## config.mk

```make
export PLATFORM = sky130hd
export DESIGN_NAME = bec_ladder_ctrl_flat
export DESIGN_NICKNAME = d
export VERILOG_FILES = /design/src/rtl/bec_pkg.sv /design/src/rtl/bec_ladder_ctrl_if.sv /design/src/rtl/bec_step_watchdog.sv /design/src/rtl/bec_ladder_ctrl.sv /design/src/flat_wrapper.sv
export SDC_FILE = /design/constraint.sdc
export NUM_CORES = 1
export LEC_CHECK = 0
export ABC_CLOCK_PERIOD_IN_PS = 2220
export CORE_MARGIN = 2
export CORE_UTILIZATION = 35
export CTS_BUF_LIST = sky130_fd_sc_hd__clkbuf_2
export CTS_CLUSTER_DIAMETER = 30
export DETAILED_ROUTE_END_ITERATION = 10
export PLACE_DENSITY = 0.67
export REMOVE_ABC_BUFFERS = 1
export SETUP_SLACK_MARGIN = 0.3
export SKIP_LAST_GASP = 1
export SLEW_MARGIN = 25
export SYNTH_ARGS = -nofsm -noshare
export SYNTH_HDL_FRONTEND = slang
export SYNTH_SLANG_ARGS = --single-unit
```

## constraint.sdc

```tcl
create_clock -name wb_clk_i -period 2.22 [get_ports wb_clk_i]
set_clock_uncertainty 0.15 [all_clocks]
set_input_delay 0.666 -clock wb_clk_i [delete_from_list [all_inputs] [get_ports wb_clk_i]]
set_output_delay 0.666 -clock wb_clk_i [all_outputs]
set_load 0.1 [all_outputs]
```

## src/rtl/bec_pkg.sv

```systemverilog
// bec_pkg: shared types and defaults for the binary-Edwards-curve ladder sequencer
package bec_pkg;
    localparam int KEY_BITS_DEFAULT = 163;
    localparam int TIMEOUT_DEFAULT  = 1024;
    typedef enum logic [3:0] {
        S_IDLE  = 4'd0,
        S_INIT  = 4'd1,
        S_ISSUE = 4'd2,
        S_WAIT  = 4'd3,
        S_SHIFT = 4'd4,
        S_FINAL = 4'd5,
        S_FWAIT = 4'd6,
        S_DONE  = 4'd7,
        S_ERR   = 4'd8
    } state_t;
endpackage

```

## src/rtl/bec_ladder_ctrl_if.sv

```systemverilog
// bec_ladder_ctrl_if: front-end and datapath handshake bundle of the ladder sequencer
interface bec_ladder_ctrl_if #(
    parameter int CNT_W = 8
);
    logic             ena_proc;
    logic             ki;
    logic             step_done;
    logic             final_done;
    logic             load_init;
    logic             step_start;
    logic             step_kbit;
    logic             cswap;
    logic             next_key;
    logic             final_start;
    logic             final_swap;
    logic             slv_done;
    logic             busy;
    logic             err;
    logic [CNT_W-1:0] iter_cnt;
    modport master (
        output ena_proc, ki, step_done, final_done,
        input  load_init, step_start, step_kbit, cswap, next_key, final_start,
        input  final_swap, slv_done, busy, err, iter_cnt
    );
    modport slave (
        input  ena_proc, ki, step_done, final_done,
        output load_init, step_start, step_kbit, cswap, next_key, final_start,
        output final_swap, slv_done, busy, err, iter_cnt
    );
endinterface

```

## src/rtl/bec_step_watchdog.sv

```systemverilog
// bec_step_watchdog: counts waiting cycles and flags the cycle that would reach TIMEOUT
module bec_step_watchdog
    import bec_pkg::*;
#(
    parameter int TIMEOUT = TIMEOUT_DEFAULT,
    parameter int TO_W    = 11
) (
    input  logic clk,
    input  logic rst,
    input  logic i_clear,
    input  logic i_en,
    output logic o_timeout
);
    logic [TO_W-1:0] r_cnt;
    always_ff @(posedge clk) begin
        if (rst || i_clear)
            r_cnt <= '0;
        else if (i_en)
            r_cnt <= r_cnt + 1'b1;
    end
    assign o_timeout = i_en && (r_cnt == TO_W'(TIMEOUT - 1));
endmodule

```

## src/rtl/bec_ladder_ctrl.sv

```systemverilog
// bec_ladder_ctrl: one ladder step per key bit, conditional-swap control, final conversion, watchdog
module bec_ladder_ctrl
    import bec_pkg::*;
#(
    parameter int KEY_BITS = KEY_BITS_DEFAULT,
    parameter int CNT_W    = 8,
    parameter int TIMEOUT  = TIMEOUT_DEFAULT,
    parameter int TO_W     = 11
) (
    input logic              wb_clk_i,
    input logic              wb_rst_i,
    bec_ladder_ctrl_if.slave bus
);
    state_t           r_state, w_next;
    logic             r_kprev, r_step_kbit, r_cswap, r_final_swap;
    logic [CNT_W-1:0] r_iter_cnt, w_cnt_inc;
    logic             w_run, w_abort, w_wd_clear, w_wd_en, w_timeout;

    assign w_run      = !(r_state inside {S_IDLE, S_DONE, S_ERR});
    assign w_abort    = w_run && !bus.ena_proc;
    assign w_cnt_inc  = r_iter_cnt + 1'b1;
    assign w_wd_clear = r_state inside {S_IDLE, S_ISSUE, S_FINAL};
    assign w_wd_en    = (r_state == S_WAIT && !bus.step_done) || (r_state == S_FWAIT && !bus.final_done);

    bec_step_watchdog #(.TIMEOUT(TIMEOUT), .TO_W(TO_W)) u_wd (
        .clk       (wb_clk_i),
        .rst       (wb_rst_i),
        .i_clear   (w_wd_clear),
        .i_en      (w_wd_en),
        .o_timeout (w_timeout)
    );

    always_comb begin
        w_next = r_state;
        if (w_abort)
            w_next = S_IDLE;
        else
            case (r_state)
                S_IDLE:  w_next = bus.ena_proc ? S_INIT : S_IDLE;
                S_INIT:  w_next = S_ISSUE;
                S_ISSUE: w_next = S_WAIT;
                S_WAIT:  w_next = bus.step_done ? ((w_cnt_inc == CNT_W'(KEY_BITS)) ? S_FINAL : S_SHIFT)
                                                : (w_timeout ? S_ERR : S_WAIT);
                S_SHIFT: w_next = S_ISSUE;
                S_FINAL: w_next = S_FWAIT;
                S_FWAIT: w_next = bus.final_done ? S_DONE : (w_timeout ? S_ERR : S_FWAIT);
                S_DONE:  w_next = bus.ena_proc ? S_DONE : S_IDLE;
                S_ERR:   w_next = bus.ena_proc ? S_ERR : S_IDLE;
                default: w_next = S_IDLE;
            endcase
    end

    always_ff @(posedge wb_clk_i) begin
        if (wb_rst_i) begin
            r_state      <= S_IDLE;
            r_kprev      <= 1'b0;
            r_step_kbit  <= 1'b0;
            r_cswap      <= 1'b0;
            r_final_swap <= 1'b0;
            r_iter_cnt   <= '0;
        end else begin
            r_state <= w_next;
            if (r_state == S_IDLE) begin
                r_iter_cnt <= '0;
                r_kprev    <= 1'b0;
            end
            if (r_state == S_ISSUE) begin
                r_step_kbit <= bus.ki;
                r_cswap     <= bus.ki ^ r_kprev;
                r_kprev     <= bus.ki;
            end
            if (r_state == S_WAIT && bus.step_done && !w_abort)
                r_iter_cnt <= w_cnt_inc;
            if (r_state == S_FINAL)
                r_final_swap <= r_kprev;
        end
    end

    assign bus.load_init   = (r_state == S_INIT);
    assign bus.step_start  = (r_state == S_ISSUE);
    assign bus.next_key    = (r_state == S_SHIFT);
    assign bus.final_start = (r_state == S_FINAL);
    assign bus.slv_done    = (r_state == S_DONE);
    assign bus.err         = (r_state == S_ERR);
    assign bus.busy        = w_run;
    assign bus.step_kbit   = r_step_kbit;
    assign bus.cswap       = r_cswap;
    assign bus.final_swap  = r_final_swap;
    assign bus.iter_cnt    = r_iter_cnt;
endmodule
```

## src/flat_wrapper.sv

```systemverilog
// flat-port wrapper written by rule: the top's interface ports become plain ports
module bec_ladder_ctrl_flat import bec_pkg::*;
#(
    parameter int KEY_BITS = KEY_BITS_DEFAULT,
    parameter int CNT_W    = 8,
    parameter int TIMEOUT  = TIMEOUT_DEFAULT,
    parameter int TO_W     = 11
)
  (wb_clk_i, wb_rst_i, bus_ena_proc, bus_ki, bus_step_done, bus_final_done, bus_load_init, bus_step_start, bus_step_kbit, bus_cswap, bus_next_key, bus_final_start, bus_final_swap, bus_slv_done, bus_busy, bus_err, bus_iter_cnt);
  bec_ladder_ctrl_if #(.CNT_W(CNT_W)) bus_i ();
  input logic wb_clk_i;
  input logic wb_rst_i;
  input wire logic [$bits(bus_i.ena_proc)-1:0] bus_ena_proc;
  input wire logic [$bits(bus_i.ki)-1:0] bus_ki;
  input wire logic [$bits(bus_i.step_done)-1:0] bus_step_done;
  input wire logic [$bits(bus_i.final_done)-1:0] bus_final_done;
  output wire logic [$bits(bus_i.load_init)-1:0] bus_load_init;
  output wire logic [$bits(bus_i.step_start)-1:0] bus_step_start;
  output wire logic [$bits(bus_i.step_kbit)-1:0] bus_step_kbit;
  output wire logic [$bits(bus_i.cswap)-1:0] bus_cswap;
  output wire logic [$bits(bus_i.next_key)-1:0] bus_next_key;
  output wire logic [$bits(bus_i.final_start)-1:0] bus_final_start;
  output wire logic [$bits(bus_i.final_swap)-1:0] bus_final_swap;
  output wire logic [$bits(bus_i.slv_done)-1:0] bus_slv_done;
  output wire logic [$bits(bus_i.busy)-1:0] bus_busy;
  output wire logic [$bits(bus_i.err)-1:0] bus_err;
  output wire logic [$bits(bus_i.iter_cnt)-1:0] bus_iter_cnt;
  assign bus_i.ena_proc = bus_ena_proc;
  assign bus_i.ki = bus_ki;
  assign bus_i.step_done = bus_step_done;
  assign bus_i.final_done = bus_final_done;
  assign bus_load_init = bus_i.load_init;
  assign bus_step_start = bus_i.step_start;
  assign bus_step_kbit = bus_i.step_kbit;
  assign bus_cswap = bus_i.cswap;
  assign bus_next_key = bus_i.next_key;
  assign bus_final_start = bus_i.final_start;
  assign bus_final_swap = bus_i.final_swap;
  assign bus_slv_done = bus_i.slv_done;
  assign bus_busy = bus_i.busy;
  assign bus_err = bus_i.err;
  assign bus_iter_cnt = bus_i.iter_cnt;
  bec_ladder_ctrl #(.KEY_BITS(KEY_BITS), .CNT_W(CNT_W), .TIMEOUT(TIMEOUT), .TO_W(TO_W)) u_core (.wb_clk_i(wb_clk_i), .wb_rst_i(wb_rst_i), .bus(bus_i));
endmodule
```

======== Word level (Yosys, flattened, before mapping) ========
Cells that the tools add are included.
word-level totals
  register bits after elaboration ......... 27
  bits in latches ......................... 0
  bits in writable memories ............... 0
  bits in read-only memories .............. 0
  input port bits ......................... 6
  output and inout port bits .............. 18
  word-level logic and storage cells ...... 53
  memories kept ........................... 0
cells by class
  add/subtract/negate cells ............... 2
  $mul .................................... 0
  divide/modulo/power cells ............... 0
  magnitude comparators ................... 0
  equality and inequality tests ........... 10
  shift operators ......................... 0
  multiplexer cells ....................... 13
  bitwise gates (word level) .............. 1
  reductions and logical operators ........ 20
operator list
  kind                                                                count
  4-bit one-hot mux with 8 select lines                               1
  4-bit 2-to-1 mux                                                    5
  4-bit by 3-bit == test with 1-bit output (second input constant)    4
  8-bit 2-to-1 mux                                                    2
  11-bit by 1-bit adder with 11-bit output (second input constant)    1
  11-bit by 10-bit == test with 1-bit output (second input constant)  1
  8-bit by 1-bit adder with 8-bit output (second input constant)      1
  4-bit by 2-bit == test with 1-bit output (second input constant)    2
  8-bit == test (second input constant)                               1
  1-bit logical AND                                                   6
  3-bit nonzero test                                                  2
  1-bit logical NOT                                                   5
  4-bit by 1-bit == test with 1-bit output (second input constant)    1
  4-bit == test (second input constant)                               1
  4-bit logical NOT                                                   1
  1-bit 2-to-1 mux                                                    4
  2-bit nonzero test                                                  2
  2-bit OR reduction                                                  2
  3-bit 2-to-1 mux                                                    1
  1-bit logical OR                                                    2
  1-bit bitwise XOR                                                   1

======== Depth between registers and ports, before layout ========
  word-level depth ........................ 7
  gate-level depth with buffers ........... 6
  depth with buffers taken out ............ 6

======== By module ========
A second synthesis with hierarchy kept.
unflattened totals
  cell total of the unflattened synthesis .. 184
  area, all modules ....................... 1519.0 µm²
by module, submodules not included
  module             times used  cells each  area an instance (µm²)  sequential area each (µm²)
  bec_ladder_ctrl    1           126         996.0                   320.3
  bec_step_watchdog  1           58          523.0                   220.2

======== Worst setup path before layout ========
Ideal clock, no wire load.
  path type ............................... reg-to-output
  from .................................... reg u_core.r_state[3]
  to ...................................... out bus_busy
  arrival time ............................ 2.914 ns
  data required time ...................... 1.404 ns
  path slack .............................. -1.510 ns
  stages on the path, launching flop included .. 5
  path buffers ............................ 1
  cell sequence ........................... dfxtp_1 buf_2 nand2b_1 nor2_1 nor2_1
between the ends
  longest elaborated chain between the ends .. 3
  elaborated cells on any way between the ends .. 5
  those cells by class .................... 2 x eq/ne; 3 x reduce/logical
ends and longest elaborated chain
  what                                      line                   text
  start: declaration                        bec_ladder_ctrl.sv:14  state_t r_state, w_next;
  start signal: assignment                  bec_ladder_ctrl.sv:62  r_state <= w_next;
  4-bit by 3-bit == test with 1-bit output  --
  named net bus_slv_done                    flat_wrapper.sv:24     output wire logic [$bits(bus_i.slv_done)-1:0] bus_slv_done;
  3-bit nonzero test                        bec_ladder_ctrl.sv:19  assign w_run = !(r_state inside {S_IDLE, S_DONE, S_ERR});
  1-bit logical NOT                         bec_ladder_ctrl.sv:19
  end: declaration                          flat_wrapper.sv:25     output wire logic [$bits(bus_i.busy)-1:0] bus_busy;
The timed path passes the listed nets, and every way through them passes these cells.

======== Worst setup path after layout ========
  from .................................... reg u_core.r_state[2]
  to ...................................... out bus_step_start
between the ends
  longest elaborated chain between the ends .. 1
ends and longest elaborated chain
  what                                      line                   text
  4-bit by 2-bit == test with 1-bit output  bec_ladder_ctrl.sv:80  assign bus.step_start = (r_state == S_ISSUE);
  end: declaration                          flat_wrapper.sv:18     output wire logic [$bits(bus_i.step_start)-1:0] bus_step_start;
No other way between the ends.

==> key figures <==
Outcome
  – Status: complete, but fails checks
  – Failing checks: setup timing

Worst setup path
  – Reg2reg path depth: 7
  – Slowest-stage cell, CP: dfxtp_4
  – Critical path destination: bus_step_start
  – CP cell instances: buf_6 > nor3_2 > buf_4 > buf_12
  – Critical path startpoint category: register
  – Worst path arrival time: roughly 1.4 ns
  – Worst reg2reg path startpoint: u_core.r_state[1]$_SDFF_PP0_
  – CP max stage delay: 0.43 ns
  – Type of the worst setup path: reg -> out
  – WP data required: around 1.4 ns
  – Critical path startpoint: u_core.r_state[2]$_SDFF_PP0_
  – Flop2flop setup slack: 0.21 ns
  – Crit path capture type: output port
  – R2r endpoint: u_core.u_wd.r_cnt[10]$_SDFFE_PP0P_
  – Worst-path maximum fanout: 9

Logic synthesis
  – Most frequent cell after synthesis: nor2_1
  – Syn Inst Count: 180
  – Top FF cell, synth: dfxtp_1
  – Synth top area share: 36.18%
  – Post-Syn Area per Cell: 8.300 µm²
  – Synthesized flop and latch total: 27
  – Synth area leaders: dfxtp_1 (36%), xnor2_1 (7.6%), nor2_1 (7.3%)
  – Most frequent cells after synthesis: nor2_1 (29), dfxtp_1 (27), nand2_1 (13), xnor2_1 (13), a21oi_1 (12)
  – Synth Warn #: 0
  – Post-synth EDFFs: 0
  – Post-synthesis sequential area ratio: 36.18%
  – Synth async-reset ratio: 0%
  – Cell variety after synth: 43
  – Area leader, netlist: dfxtp_1
  – Mapped cell area: 1494 µm²

Floorplan
  – Initial Util: 36.82%
  – Core ar.: 4058 µm²
  – Die area: just under 5000 µm²
  – IO Pins: 24
  – Site Rows: 23
  – Die width: between 60 and 70 µm
  – DIE HEIGHT: 69.33 µm

Layout
  – Ratio of cells with drive above 1 in the final layout: 40.17%
  – Nets@finish: 244
  – Area grow syn2layout: 57.12%
  – Finished Layout Cells: 284
  – Layout fillers: 351
  – Design area: 2347 µm²
  – Antenna Cells: 0

Clock network
  – TritonCTS Sinks: 27
  – Clk_lat worst skew: 0.36 ns
  – CTS HTree Levels: 1
  – Worst-case clock buffer depth: 2
  – Clk root buf: clkbuf_2
  – CTS Buf Count: 3
  – Hold-fix buffers at CTS: 0
  – CTS tree: built
  – Clock slew at reported path FFs: about 0.26 ns

STA
  – Final period demand of the worst path: 2.257 ns
  – Final setup viols: 5
  – Worst-margin pin slew: 0.5074 ns
  – Period utilization: 101.7%
  – Relative slew slack: about two thirds
  – RSZ-0062 raised after global routing: yes
  – Fin. max-slew vios: 0
  – Post-route setup slack: -0.03704 ns
  – Final hold violation count: 0
  – Max Fclk: around 440 MHz

Placed design
  – Post-Place Cells: 268
  – Dpl ws: -0.2080 ns
  – RD Place Congestion: 0.7786
  – Detail Placement HPWL: 2612 µm
  – Placement-stage cell area: roughly 2100 µm²
  – Number of I/O port buffers: 23

Drt
  – Antenna viol nets, final: 0
  – WL final: 3905 µm
  – Wire length per cell: 13.75 µm
  – DRT Pass-1 Iters: 4
  – Vias: 1479
  – Number of DRC markers in iteration 0: 55
  – Vias per cell: 5.208
  – DRC Markers: 0

Worst hold path
  – Worst Hold Class: reg -> reg
  – Worst hold path depth: 2

GRT
  – Grt met1 use: 21.37%
  – All-Layer GR Usage: 15.90%
  – GR Overflow Total: 0
  – Busiest layer in global routing: met2
  – Routing usage on met3: around 2.2%
  – Vias in the first global route: 1422
  – First-pass GRT wire length: 6410 µm
  – Largest net degree at the start of global routing: 16
  – Initial antenna violation count: 0
  – Met2 usage: 25.43%

Power and ir drop
  – Power Dens Cells: 498.7 nW/µm²
  – Peak supply drop: 0.0002340 V
  – Pleak: 0.8483 nW

Job
  – Max-cap violations: 0
layout make-up:
class / count / area [µm²] / area share [%]
clock buffer: 3 / 15.01 / 0.6397
clock inverter: 1 / 5.005 / 0.2132
inverter: 4 / 17.52 / 0.7463
multi-input combinational: 142 / 992.2 / 42.27
sequential: 27 / 571.8 / 24.36
tap: 50 / 62.56 / 2.665
timing repair buffer: 57 / 683.2 / 29.10
metal layers:
metal	vias up	share of wire [%]
li1	747	-
met1	686	47
met2	40	48
met3	6	4.0
met4	0	1.7
met5	-	0
kinds of logic after synthesis:
family                   after synthesis  synth area share, %
multiplexers                           2                1.507
buffers and inverters                 11                3.852
XOR/XNOR                              18                10.55
flip-flops                            27                36.18
AND/OR/NAND/NOR                       86                31.32
AO/OA/AOI/OAI                         33                14.07
adder cells (fa/ha/maj)                3                2.513
cell usage in the layout, fill, tap and decap left out, types with 2 or more instances in the layout:
| cell | netlist | final |
|---|---|---|
| buf_4 | 1 | 29 |
| nor2_1 | 29 | 26 |
| buf_12 | 0 | 18 |
| dfxtp_1 | 27 | 16 |
| xnor2_1 | 13 | 13 |
| a21oi_1 | 12 | 12 |
| nand2_1 | 13 | 10 |
| nand3_1 | 7 | 7 |
| nand4_1 | 7 | 7 |
| dfxtp_4 | 0 | 7 |
| o21ai_0 | 6 | 6 |
| xor2_1 | 5 | 5 |
| buf_6 | 1 | 5 |
| nor3_1 | 8 | 4 |
| clkdlybuf4s50_1 | 0 | 4 |
| dfxtp_2 | 0 | 4 |
| nor2_2 | 1 | 3 |
| inv_1 | 4 | 3 |
| a22oi_1 | 3 | 3 |
| ha_1 | 3 | 3 |
| clkbuf_2 | 0 | 3 |
| nor3_2 | 0 | 2 |
| nor3_4 | 0 | 2 |
| nand2_2 | 0 | 2 |
| mux2_2 | 2 | 2 |
| nor3b_4 | 1 | 2 |
| nor4_1 | 2 | 2 |
| or3_1 | 2 | 2 |
| nand3b_1 | 2 | 2 |
| a311oi_1 | 2 | 2 |
| a31oi_1 | 2 | 2 |
critical path, delay by kind of cell, from the launching register on:
kind / cells / cell delay (ns)
buffers and inverters: 3 / 0.46
flip-flops: 1 / 0.43
AND/OR/NAND/NOR: 1 / 0.18
registers in the layout, summed over array words and instances (netlist names):
| name | count |
|---|---|
| u_core.bus.cswap | 1 |
| u_core.bus.final_swap | 1 |
| u_core.bus.iter_cnt | 8 |
| u_core.bus.step_kbit | 1 |
| u_core.r_kprev | 1 |
| u_core.r_state | 4 |
| u_core.u_wd.r_cnt | 11 |
what timing repair did:
item | in CTS | in global routing
pin swaps | 6 | 7
setup buffers | 7 | 5
endpoints found under the setup margin | 28 | 25
resized for setup | 32 | 15
power by group:
group | total (W) | switching (W) | internal [W]
Clock | 0.000191 | 0.000151 | 0.0000408
Combinational | 0.000464 | 0.000262 | 0.000202
Sequential | 0.000515 | 0.0000206 | 0.000494
how the worst min path moves through the flow:
stage	from	end	slack [ns]
final	u_core.r_kprev$_SDFFE_PP0P_	u_core.bus.final_swap$_SDFFE_PP0P_	0.35
after global routing	u_core.r_kprev$_SDFFE_PP0P_	u_core.r_kprev$_SDFFE_PP0P_	0.39
after CTS	u_core.r_kprev$_SDFFE_PP0P_	u_core.bus.final_swap$_SDFFE_PP0P_	0.35
after detailed placement	u_core.r_kprev$_SDFFE_PP0P_	u_core.bus.final_swap$_SDFFE_PP0P_	0.33
after global placement	u_core.r_kprev$_SDFFE_PP0P_	u_core.bus.final_swap$_SDFFE_PP0P_	0.32
after floorplan	u_core.r_kprev$_SDFFE_PP0P_	u_core.bus.final_swap$_SDFFE_PP0P_	0.30
per-stage QoR:
stage	util [%]	setup TNS, ns	total power (W)	hold WS, ns
after CTS	55.50	-0.2850	0.001150	0.3538
after global routing	57.85	-0.7496	0.001230	0.3862
after global placement	51.50	-2.125	0.0008911	0.3216
after detailed placement	51.50	-2.568	0.0008944	0.3259
final	57.85	-0.1058	0.001170	0.3546
after floorplan	-	-11.62	0.0007318	0.3024
No activity file was read; power rests on OpenSTA's default activity.
